<file path="src/rtl/hps_evt_pkg.sv">
// Shared types and constants for the HPS MPU event bridge.
// The bridge FSM enum, the standby-WFI filter length and default parameter values.
package hps_evt_pkg;

   typedef enum logic [1:0] {
      ST_IDLE   = 2'd0,
      ST_ASSERT = 2'd1,
      ST_GAP    = 2'd2
   } evt_state_e;

   localparam int WFI_FILT_LEN = 8;
   localparam int RUN_W        = $clog2(WFI_FILT_LEN + 1);
   localparam logic [RUN_W-1:0] RUN_MAX = RUN_W'(WFI_FILT_LEN);

   localparam int DEF_NUM_SRC   = 4;
   localparam int DEF_NUM_CORES = 2;
   localparam int DEF_PULSE_LEN = 4;
   localparam int DEF_CNT_W     = 16;

endpackage

</file>
<file path="src/rtl/evt_sync2.sv">
// Two-flop single-bit synchronizer with asynchronous active-low reset.
// Latency 2 cycles; no backpressure.
module evt_sync2 (
   input  logic clk_i,
   input  logic rst_ni,
   input  logic d_i,
   output logic q_o
);

   logic meta_q, sync_q;

   always_ff @(posedge clk_i or negedge rst_ni) begin
      if (!rst_ni) begin
         meta_q <= 1'b0;
         sync_q <= 1'b0;
      end else begin
         meta_q <= d_i;
         sync_q <= meta_q;
      end
   end

   assign q_o = sync_q;

endmodule

</file>
<file path="src/rtl/hps_mpu_event_bridge.sv">
// Turns fabric wake-request edges into fixed-length eventi pulses to the HPS MPU and
// synchronizes HPS evento/standby status back. Optional WFI filter: MPU_EVT_WFI_FILTER_EN.
module hps_mpu_event_bridge
   import hps_evt_pkg::*;
#(
   parameter int NUM_SRC   = DEF_NUM_SRC,
   parameter int NUM_CORES = DEF_NUM_CORES,
   parameter int PULSE_LEN = DEF_PULSE_LEN,
   parameter int CNT_W     = DEF_CNT_W
) (
   input  logic                 clk_clk,
   input  logic                 reset_reset_n,
   input  logic [NUM_SRC-1:0]   src_req,
   input  logic [NUM_SRC-1:0]   src_mask,
   input  logic                 clr_cnt,
   input  logic                 evento,
   input  logic [NUM_CORES-1:0] standbywfe,
   input  logic [NUM_CORES-1:0] standbywfi,
   output logic                 eventi,
   output logic [NUM_SRC-1:0]   pending,
   output logic                 evento_pulse,
   output logic [NUM_CORES-1:0] core_wfi,
   output logic [NUM_CORES-1:0] core_wfe,
   output logic [CNT_W-1:0]     wake_cnt
);

   localparam logic [7:0] PULSE_LAST = 8'(PULSE_LEN - 1);

   evt_state_e           state_q, state_d;
   logic [7:0]           pcnt_q, pcnt_d;
   logic                 eventi_q, eventi_d;
   logic                 start;
   logic [NUM_SRC-1:0]   req_prev_q;
   logic [NUM_SRC-1:0]   pending_q, pending_d;
   logic [NUM_SRC-1:0]   src_edge;
   logic [CNT_W-1:0]     wake_cnt_q, wake_cnt_d;

   assign src_edge = src_req & ~req_prev_q & src_mask;

   always_ff @(posedge clk_clk or negedge reset_reset_n) begin
      if (!reset_reset_n) begin
         state_q  <= ST_IDLE;
         pcnt_q   <= '0;
         eventi_q <= 1'b0;
      end else begin
         state_q  <= state_d;
         pcnt_q   <= pcnt_d;
         eventi_q <= eventi_d;
      end
   end

   always_comb begin
      state_d = state_q;
      pcnt_d  = pcnt_q;
      case (state_q)
         ST_IDLE: begin
            if (|pending_q) begin
               state_d = ST_ASSERT;
               pcnt_d  = '0;
            end
         end
         ST_ASSERT: begin
            if (pcnt_q == PULSE_LAST) begin
               state_d = ST_GAP;
            end else begin
               pcnt_d = pcnt_q + 8'd1;
            end
         end
         ST_GAP:  state_d = ST_IDLE;
         default: state_d = ST_IDLE;
      endcase
   end

   // Edges seen in the launch cycle survive the clear so they earn their own pulse.
   always_comb begin
      start      = (state_q == ST_IDLE) && (state_d == ST_ASSERT);
      eventi_d   = (state_d == ST_ASSERT);
      pending_d  = (start ? '0 : pending_q) | src_edge;
      wake_cnt_d = wake_cnt_q;
      if (clr_cnt) begin
         wake_cnt_d = '0;
      end else if (start && (wake_cnt_q != '1)) begin
         wake_cnt_d = wake_cnt_q + 1'b1;
      end
   end

   always_ff @(posedge clk_clk or negedge reset_reset_n) begin
      if (!reset_reset_n) begin
         req_prev_q <= '0;
         pending_q  <= '0;
         wake_cnt_q <= '0;
      end else begin
         req_prev_q <= src_req;
         pending_q  <= pending_d;
         wake_cnt_q <= wake_cnt_d;
      end
   end

   assign eventi   = eventi_q;
   assign pending  = pending_q;
   assign wake_cnt = wake_cnt_q;

   logic                 evento_s;
   logic                 evento_prev_q;
   logic                 evento_pulse_q;
   logic [NUM_CORES-1:0] wfe_s;
   logic [NUM_CORES-1:0] wfi_s;

   evt_sync2 u_sync_evento (
      .clk_i  (clk_clk),
      .rst_ni (reset_reset_n),
      .d_i    (evento),
      .q_o    (evento_s)
   );

   for (genvar c = 0; c < NUM_CORES; c++) begin : g_core_sync
      evt_sync2 u_sync_wfe (
         .clk_i  (clk_clk),
         .rst_ni (reset_reset_n),
         .d_i    (standbywfe[c]),
         .q_o    (wfe_s[c])
      );
      evt_sync2 u_sync_wfi (
         .clk_i  (clk_clk),
         .rst_ni (reset_reset_n),
         .d_i    (standbywfi[c]),
         .q_o    (wfi_s[c])
      );
   end

   always_ff @(posedge clk_clk or negedge reset_reset_n) begin
      if (!reset_reset_n) begin
         evento_prev_q  <= 1'b0;
         evento_pulse_q <= 1'b0;
      end else begin
         evento_prev_q  <= evento_s;
         evento_pulse_q <= evento_s & ~evento_prev_q;
      end
   end

   assign evento_pulse = evento_pulse_q;
   assign core_wfe     = wfe_s;

`ifdef MPU_EVT_WFI_FILTER_EN
   // Count consecutive synchronized-high cycles; any low cycle drops core_wfi at once.
   for (genvar c = 0; c < NUM_CORES; c++) begin : g_wfi_filt
      logic [RUN_W-1:0] run_q, run_d;

      always_comb begin
         run_d = '0;
         if (wfi_s[c]) begin
            run_d = (run_q == RUN_MAX) ? run_q : run_q + 1'b1;
         end
      end

      always_ff @(posedge clk_clk or negedge reset_reset_n) begin
         if (!reset_reset_n) begin
            run_q <= '0;
         end else begin
            run_q <= run_d;
         end
      end

      assign core_wfi[c] = wfi_s[c] & (run_q == RUN_MAX);
   end
`else
   assign core_wfi = wfi_s;
`endif

endmodule

</file>
<file path="config.mk">
export PLATFORM = sky130hd
export DESIGN_NAME = hps_mpu_event_bridge
export DESIGN_NICKNAME = d
export VERILOG_FILES = /design/src/rtl/hps_evt_pkg.sv /design/src/rtl/evt_sync2.sv /design/src/rtl/hps_mpu_event_bridge.sv
export SDC_FILE = /design/constraint.sdc
export NUM_CORES = 1
export LEC_CHECK = 0
export ABC_AREA = 1
export CAP_MARGIN = 20
export CORE_ASPECT_RATIO = 1.75
export CORE_UTILIZATION = 46
export CTS_BUF_LIST = sky130_fd_sc_hd__clkbuf_16
export CTS_CLUSTER_DIAMETER = 200
export DETAILED_ROUTE_END_ITERATION = 6
export PLACE_DENSITY_LB_ADDON = 0.2
export SYNTH_ARGS = -nofsm -noshare
export SYNTH_HDL_FRONTEND = slang
export SYNTH_SLANG_ARGS = --single-unit
</file>
<file path="constraint.sdc">
create_clock -name clk_clk -period 1.5 [get_ports clk_clk]
set_input_delay 0.3 -clock clk_clk [delete_from_list [all_inputs] [get_ports clk_clk]]
set_output_delay 0.3 -clock clk_clk [all_outputs]
set_load 0.01 [all_outputs]
</file>
## Yosys cells after proc, flatten, opt, wreduce, memory -nomap -nowiden

Cells that the tools add are included.

- Reductions and logical operators: 7
- Mux-type cells: 9
- Add/subtract/negate cells: 2
- Equal/unequal tests: 6
- Bitwise gates (word level): 6

Operator list:

| cell | number |
|---|---|
| 16-bit two-way mux | 2 |
| 16-bit by 1-bit adder with 16-bit output (second input constant) | 1 |
| 8-bit two-way mux | 2 |
| 16-bit != test (second input constant) | 1 |
| 8-bit one-hot mux with 2 select lines | 1 |
| 8-bit by 1-bit adder with 8-bit output (second input constant) | 1 |
| 4-bit AND | 2 |
| 8-bit by 2-bit equality test with 1-bit output (second input constant) | 1 |
| 2-bit by 1-bit equality test with 1-bit output (second input constant) | 2 |
| 2-bit two-way mux | 2 |
| 4-bit two-way mux | 1 |
| 2-bit != test (second input constant) | 2 |
| 4-bit inverter | 1 |
| 4-bit bitwise OR | 1 |
| 2-bit one-hot mux with 2 select lines | 1 |
| 2-bit nonzero test | 2 |
| 4-bit OR reduction | 1 |
| 3-bit AND reduction | 1 |
| 1-bit logical AND | 2 |
| 2-bit logical NOT | 1 |
| 1-bit AND | 1 |
| 1-bit inverter | 1 |

- Input bits: 16
- Output and inout port bits: 26
- Flip-flop bits (word level): 47
- Logic and storage cells: 48

## Depth between registers and ports, before layout

Gate-level depths: netlist (run 1).

- Depth after elaboration: 8
- Mapped depth: 10
- Mapped depth without buffers: 9

## Modules after synthesis

A second synthesis (run 1) with hierarchy kept.

- Cells, all modules: 245
- Area, all modules: 2,144.6 µm²

By module, submodules not included:

| module | seq. area each (µm²) | cells an instance | area each (µm²) | times used |
|---|---|---|---|---|
| hps_mpu_event_bridge | 925.9 | 235 | 1,894.3 | 1 |
| evt_sync2 | 50.0 | 2 | 50.0 | 5 |

## Least setup slack after synthesis (run 1)

No wires, ideal clock.

- Kind: register -> register
- Start: reg wake_cnt_q[0], in the netlist wake_cnt[0]
- End: reg wake_cnt_q[10], in the netlist wake_cnt[10]
- Cell stages (with the launch flop): 10
- Setup time: 66 ps
- Period minus slack after synthesis: 1,598 ps
- Arrival time: 1,532 ps
- Buffers on the path: 1
- Required time: 1,434 ps
- Setup slack: -98 ps
- Path through: dfrtp_1 -> ha_1 -> nand3_2 -> inv_2 -> nand2_2 -> nor2_4 -> nor2_4 -> buf_2 -> nand4_1 -> nand2_1

- Longest elaborated chain between the ends: 3
- Elaborated cells on any way between the ends: 6
- Classes of those cells: add/sub: 1; eq/ne: 1; mux: 2; reduce/logical: 2

RTL lines:

| item | line | RTL |
|---|---|---|
| from (decl) | hps_mpu_event_bridge.sv:36 | `logic [CNT_W-1:0] wake_cnt_q, wake_cnt_d;` |
| from (signal assigned) | hps_mpu_event_bridge.sv:95 | `wake_cnt_q <= wake_cnt_d;` |
| 16-bit by 1-bit adder with 16-bit output / 16-bit != test (equally long branches) | hps_mpu_event_bridge.sv:83, hps_mpu_event_bridge.sv:82 |  |
| 16-bit two-way mux / 1-bit logical AND (equally long branches) | hps_mpu_event_bridge.sv:82 | `end else if (start && (wake_cnt_q != '1)) begin` |
| 16-bit two-way mux / 2-bit nonzero test (equally long branches) | -- |  |

Parallel ways exist; a longest one is shown, timed or not. The select of a mux whose other input is x is not followed.
A chain may end at the register's enable or synchronous reset.

## Worst setup path in the final report (run 1)

- Start: reg wake_cnt_q[1], in the netlist wake_cnt[1]
- End: reg wake_cnt_q[4], in the netlist wake_cnt[4]

Same word-level chain as after synthesis.

==> results of run 1 <==
==> worst paths after layout <==
path,startpoint,to,slack [ps],cells after the start
worst max-delay path,wake_cnt[1],wake_cnt[4],-50,10
worst min-delay path,g_core_sync[1].u_sync_wfe.meta_q,g_core_sync[1].u_sync_wfe.q_o,350,0
worst max register to register,wake_cnt[1],wake_cnt[4],-50,10
worst min register to register,g_core_sync[1].u_sync_wfe.meta_q,g_core_sync[1].u_sync_wfe.q_o,350,0
max in group asynchronous,reset_reset_n,wake_cnt[14],580,3
min in group asynchronous,reset_reset_n,wake_cnt[3],430,2
==> synthesized netlist by cell type (all sizes together) <==
| cell | number | area, sq um |
|---|---|---|
| inv | 22 | 82.6 |
| xnor2 | 1 | 8.76 |
| ha | 2 | 25.0 |
| nand4 | 17 | 106 |
| buf | 6 | 46.3 |
| nand3 | 22 | 115 |
| o21bai | 3 | 22.5 |
| dfrtp | 47 | 1180 |
| xor2 | 7 | 61.3 |
| nand2 | 78 | 295 |
| o22ai | 2 | 12.5 |
| o21ai | 10 | 50.1 |
| nor2 | 28 | 139 |
| nor3 | 1 | 5.00 |
| nand3b | 4 | 30.0 |
| clkbuf | 2 | 7.51 |
| or2 | 3 | 18.8 |
==> stage by stage <==
step           setup WS, ps  total power (uW)  std cells
2_1_floorplan         -1.06              2270        255
3_3_place_gp          -71.0              2920        373
3_5_place_dp           -126              2960        373
4_1_cts               -23.8              4500        385
5_1_grt                -121              4690        387
6_report              -50.8              4450        387
==> placed cells by master, fill, tap and decap left out, drive strengths merged <==
cell type      instances
xnor2                  1
nand4                 17
ha                     2
o21bai                 3
o21ai                 10
clkbuf                 5
xor2                   7
clkinvlp               1
nor3                   1
dfrtp                 47
clkdlybuf4s50         20
dlymetal6s2s           3
inv                   22
nand3                 22
dlygate4sd2           17
or2                    3
nand3b                 4
nor2                  29
buf                   38
nand2                 78
dlygate4sd3            1
bufinv                 2
o22ai                  2
==> power groups by stage <==
stage                     combinational [uW]  sequential (uW)  clock [uW]
after floorplan                          629             1650           0
after global placement                  1340             1590           0
final                                   1470             1570        1400
after detailed placement                1360             1600           0
after global routing                    1610             1600        1480
after CTS                               1500             1570        1430
==> routing by layer <==
layer | up-vias | wire, microns | track usage, %
met4 | 0 | 172 | 11.3
met3 | 15 | 161 | 3.74
met1 | 942 | 1990 | 26.3
li1 | 983 | - | -
met2 | 58 | 3010 | 43.3
met5 | - | 0 | 0
==> cell families (layout without fill, tap and decap cells) <==
| logic type | after synthesis | count (layout) | share of synthesized area, % |
|---|---|---|---|
| AND/OR/NAND/NOR | 153 | 154 | 32.2 |
| flip-flops | 47 | 47 | 53.4 |
| buffers and inverters | 30 | 109 | 6.19 |
| AO/OA/AOI/OAI | 15 | 15 | 3.86 |
| XOR/XNOR | 8 | 8 | 3.18 |
| adder cells (fa/ha/maj) | 2 | 2 | 1.14 |
==> repair_timing <==
| item | CTS | global route |
|---|---|---|
| setup buffers | 2 | 4 |
| pin swaps | 10 | 12 |
| resized for setup | 24 | 9 |
| hold endpoints to repair | 11 | 0 |
| setup endpoints to repair | 33 | 20 |
| gates cloned | 1 | 0 |
| hold buffers | 1 | 0 |
==> registers in the layout, indices dropped and copies added (netlist names), 2 cells and up <==
| name | flops |
|---|---|
| pcnt_q | 8 |
| g_core_sync.u_sync_wfi.meta_q | 2 |
| g_core_sync.u_sync_wfe.q_o | 2 |
| pending | 4 |
| state_q | 2 |
| g_core_sync.u_sync_wfe.meta_q | 2 |
| g_core_sync.u_sync_wfi.q_o | 2 |
| wake_cnt | 16 |
| req_prev_q | 4 |
==> final cells by class <==
cell class                 instances  share of cell area (%)
sequential                        47                    37.2
multi-input combinational        179                    29.7
clock inverter                     3                    2.13
tap                               52                    2.05
timing repair buffer              79                    22.3
clock buffer                       5                    3.94
inverter                          22                    2.68
==> results.md, run 1 <==
- Status: finished with violations
- Failing checks: setup timing
- Drt total wl: 5.33 mm
- Switching part of the total power: 31.1%
- Max Buffers Root-to-Sink: 2
- Largest net degree at the start of global routing: 37
- Row Count: 33
- Length of the first detailed-routing pass in iterations: 6
- LEAKAGE: between 0.0015 and 0.002 uW
- Most common cell on crit path: nor2_4
- Crit path cell chain: ha_4 -> nand3_4 -> inv_4 -> nand2_4 -> nor2_4 -> nor2_4 -> buf_6 -> nor2_4 -> nand2_2 -> nand2_2
- Synth warn: 0
- Fmax achieved: about 640 MHz
- Routed Antenna Nets: 0
- Total CTS buffers: 5
- Post-DP HPWL: 3.69 mm
- HP Class: flip-flop to flip-flop
- Gpl congestion: 0.765
- Startpoint Class: flip-flop
- Logic gate share of total power: 33.0%
- Hold Vio Cnt, Final: 0
- GR Overflow Total: 0
- Initial core utilization: 47.6%
- Fin. max-slew vios: 0
- Power per cell area: 1400 nW/um^2
- DP Area: 2910 sq um
- FF+latch count, synth: 47
- Cell area after synthesis: 2200 sq um
- Critical Path Fanout Max: 8
- Hold Worst Slack: 347 ps
- H-tree depth: 2
- Tmin final: 1550 ps
- Count of nets after finishing: 352
- NetSw: ~1400 uW
- Register Area: 1180 sq um
- VDD IR max: approximately 1100 uV
- Core area: 4620 sq um
- First-pass GRT wire length: 8.86 mm
- Vias in the first global route: 2011
- CTS sink count: 47
- Layout cells sized above 1: roughly a fifth
- DR DRC count: 0
- Crit Path Class: flip-flop to flip-flop
- Sequential cell area fraction in the yosys report: a little over half
- CTS clk-pin slew, worst paths: 60 ps
- Flop pwr share: 35.4%
- Critical Path Slowest Stage Cell: dfrtp_2
- Setup repair after global routing missed its margin: yes
- Overall Global Routing Usage: 24.3%
- Required time of the critical path: between 1500 and 2000 ps
- Worst Setup End Kind: flip-flop
- Worst slew pin tran: 292 ps
- Synthesized instance count: approximately 260
- Clock Latency Late Sink: between 200 and 300 ps
- Worst EP arrival: 1770 ps
- Finished Core Util: 68.6%
- Vias per cell: 5.16
- Synth-to-Final Area Change: 44.1%
- Initial antenna violation count: 0
- I/O Buffers: 41
- Footprint of the multi-input gates: 943 sq um
- Yosys cell types: 25
- Post-route cell area: 3170 sq um
- Cell family with most CP delay: simple AND/OR/NAND/NOR gates
- Clock share of power: 31.6%
- Io pins: 42
- Max Cap Violations: 0
- Final setup TNS: -380 ps
- Die area: 5080 sq um
- Synthesized area per cell: 8.64 sq um
- Max-slew headroom: 80.5%
- Worst Skew: 3.45 ps
- Chip Height: 93.5 microns
- CP peak stage delay: 380 ps
- Final worst-path cycle share: 103%
- CTS tree: done
- Setup WS post-layout: -50.8 ps
- CTS root buffer: clkbuf_16
- Vias: roughly 2000
- # fillers: 386
- Initial DRC count: 46
- Number of buffers and inverters on the critical path: 2
- P_int: about 3100 uW
- Antenna Cells: 0
- Final setup violation count: 15
- Wire per inst: 13.8 microns
- Syn nets: around 270
- Die span in x: 54.3 microns
No activity file was read; power rests on OpenSTA's default activity.
==> inputs of run 2 (changes only) <==
--- a/config.mk
+++ b/config.mk
@@ -15,4 +15,5 @@
 export PLACE_DENSITY_LB_ADDON = 0.2
 export SYNTH_ARGS = -nofsm -noshare
 export SYNTH_HDL_FRONTEND = slang
+export SYNTH_HIERARCHICAL = 1
 export SYNTH_SLANG_ARGS = --single-unit
==> results.md, run 2 <==
- CP peak stage delay: 440 ps (+60 ps)
- Chip Height: 92.3 microns (-1.3%)
- Count of nets after finishing: 338 (-4.0%)
- Sequential cell area fraction in the yosys report: 54.8% (+1.4 points)
- Die span in x: 53.6 microns (-1.3%)
- Max-slew headroom: 71.0% (-9.5 points)
- Clock share of power: 28.3% (-3.3 points)
- VDD IR max: 1150 uV (+6.0%)
- Worst EP arrival: 1650 ps (-120 ps)
- Commonest non-fill, non-tap cell in the layout: nand2_1
- CTS clk-pin slew, worst paths: 70 ps (about the same)
- Worst Skew: 5.97 ps (+2.52 ps)
- Flop pwr share: 39.3% (+3.9 points)
- CTS root buffer: clkbuf_16
- Synth area leader: dfrtp_1
- H-tree depth: 2 (unchanged)
- Critical Path Fanout Max: 9 (+1)
- Most Crowded Layer GR: met2
- Layout cells sized above 1: 19.6% (-0.37 points)
- I/O Buffers: 41 (unchanged)
- Overall Global Routing Usage: 23.2% (-1.1 points)
- Ys async rst share: 100% (unchanged)
- Syn nets: 263 (-3.7%)
- Fin. max-slew vios: 0 (unchanged)
- Wire per inst: 13.8 microns (+0.46%)
- Cell area after synthesis: 2140 sq um (-2.6%)
- Crit Path Class: flip-flop to flip-flop
- Post-DP HPWL: 3.56 mm (-3.7%)
- Tmin final: 1470 ps (-83.1 ps)
- Crit path cell chain: nor3_1 -> nand4_1 -> nand2_4 -> nand2_1 -> o21ai_0
- P_int: 2640 uW (-14%)
- Drt total wl: 5.15 mm (-3.4%)
- GR Util met3: 3.78% (+0.037 points)
- CTS tree: done
- Commonest cells post-synth: nand2_1, dfrtp_1, nor2_1
- Total CTS buffers: 5 (unchanged)
- Vias: 1916 (-4.1%)
- Worst Setup End Kind: flip-flop
- Die area: 4950 sq um (-2.5%)
- Critical Path Slowest Stage Cell: dfrtp_1
- Length of the first detailed-routing pass in iterations: 4 (-2)
- Hold Vio Cnt, Final: 0 (unchanged)
- Max Cap Violations: 0 (unchanged)
- Final worst-path cycle share: 97.8% (-5.5 points)
- Synthesized instance count: 245 (-3.9%)
- Met1 GRT Util: 27.1% (+0.80 points)
- EDFF count, synth: 0 (unchanged)
- Vias per cell: 5.15 (-0.24%)
- First-pass GRT wire length: 8.33 mm (-6.0%)
- Top-area cell type share of the netlist area: 54.8% (+1.4 points)
- Synthesized area per cell: 8.75 sq um (+1.4%)
- Startpoint Class: flip-flop
- Final setup violation count: 0 (-15)
- Power consumption: 4000 uW (-10%)
- HP Class: flip-flop to flip-flop
- Power per cell area: 1310 nW/um^2 (-6.8%)
- Antenna Cells: 0 (unchanged)
- Setup repair after global routing missed its margin: yes
- Max Buffers Root-to-Sink: 2 (unchanged)
- Worst slew pin tran: 434 ps (+142 ps)
- Routed Antenna Nets: 0 (unchanged)
- Initial DRC count: 70 (+52%)
- Initial core utilization: 48.3% (+0.64 points)
- LEAKAGE: 0.00158 uW (-1.8%)
- Status: finished clean
- Count leader, synth: nand2_1
- Core area: 4440 sq um (-3.9%)
- DR DRC count: 0 (unchanged)
- Main flop type after synthesis: dfrtp_1
- Io pins: 42 (unchanged)
- Required time of the critical path: 1690 ps (-30 ps)
- Gpl congestion: 0.926 (+21%)
- Largest net degree at the start of global routing: 48 (+30%)
- FF+latch count, synth: 47 (unchanged)
- Finished Core Util: 68.9% (+0.22 points)
- Yosys cell types: 27 (+8.0%)
- Vias in the first global route: 1868 (-7.1%)
- CTS sink count: 47 (unchanged)
- Clock Latency Late Sink: 290 ps (about the same)
- NetSw: 1360 uW (-1.6%)
- Max FFs per register: 16 (unchanged)
- Most frequent cells in the layout: nand2_1, dfrtp_1, buf_4
- GR Overflow Total: 0 (unchanged)
- Switching part of the total power: 34.0% (+2.9 points)
- Fmax achieved: 681 MHz (+5.7%)
- Row Count: 32 (-3.0%)
- Met2 Use GR: 40.2% (-3.1 points)
- Initial antenna violation count: 0 (unchanged)
- Logic gate share of total power: 32.3% (-0.7 points)
- Synth area leaders: dfrtp_1, nand2_1, nor2_1, nand3_1, nand4_1
- Synth warn: 6 (+6)
- Synth-to-Final Area Change: 42.7%
run 2: power by group through the flow:
stage	clock network [uW]	logic, uW	registers (uW)
finish	1130	1290	1570
global placement	0	1140	1590
CTS	1160	1130	1570
floorplan	0	577	1620
detailed placement	0	1150	1600
global route	1200	1410	1590
run 2: worst paths after layout:
kind                       slack, ps                            end  cells after the start                             start
max                               30                      pcnt_q[3]                      5                         pcnt_q[2]
min                              350  g_core_sync[1].u_sync_wfe/q_o                      0  g_core_sync[1].u_sync_wfe/meta_q
max reg2reg                       30                      pcnt_q[3]                      5                         pcnt_q[2]
min reg2reg                      350  g_core_sync[1].u_sync_wfe/q_o                      0  g_core_sync[1].u_sync_wfe/meta_q
max in group asynchronous        750                      pcnt_q[4]                      3                     reset_reset_n
min in group asynchronous        500                    wake_cnt[4]                      3                     reset_reset_n
run 2: worst max-delay path: cells and delay by family (launching register included):
family             cells  cell delay (ps)
AOI/OAI and AO/OA      1              240
DFF                    1              440
and+or+nand+nor        4              680
run 2: timing repair:
action,in CTS,in global routing
pin swaps,0,8
endpoints found under the setup margin,34,23
hold buffers,1,0
resized for setup,20,22
gates cloned,0,1
endpoints found under the hold margin,13,0
setup buffers,3,2
run 2: area by class of cell:
class / instances / area, sq um
multi-input cells: 171 / 912
repair buffers: 71 / 657
well taps: 51 / 63.8
repair inverters: 1 / 6.26
fillers: 339 / 1380
inverters: 23 / 91.3
clock buffers: 5 / 125
clock inverters: 3 / 26.3
flip-flops and latches: 47 / 1180
run 2: routing by layer:
layer	vias up	part of all wire (%)
li1	948	-
met1	915	39
met2	44	56
met3	9	2.7
met4	0	2.4
met5	-	0
run 2: cell families (layout without fill, tap and decap cells):
logic type	count (synthesis)	count (layout)	share of synthesized area, %
buf+inv	27	103	5.19
simple gates	145	145	30.6
xor+xnor	6	6	2.45
flops	47	47	54.8
compound gates	18	18	5.78
fa+ha+maj	2	2	1.17
run 2: stage by stage:
step | setup TNS, ps | setup slack (ps) | cells | instance area [sq um] | hold WS [ps]
global route | -50.3 | -47.4 | 372 | 3060 | 354
detailed placement | -1040 | -94.2 | 357 | 2790 | 302
floorplan | -391 | -39.4 | 245 | 2150 | 4.41
CTS | 0 | 0.304 | 369 | 2960 | 351
global placement | -592 | -73.0 | 357 | 2790 | 304
finish | 0 | 32.3 | 372 | 3060 | 348
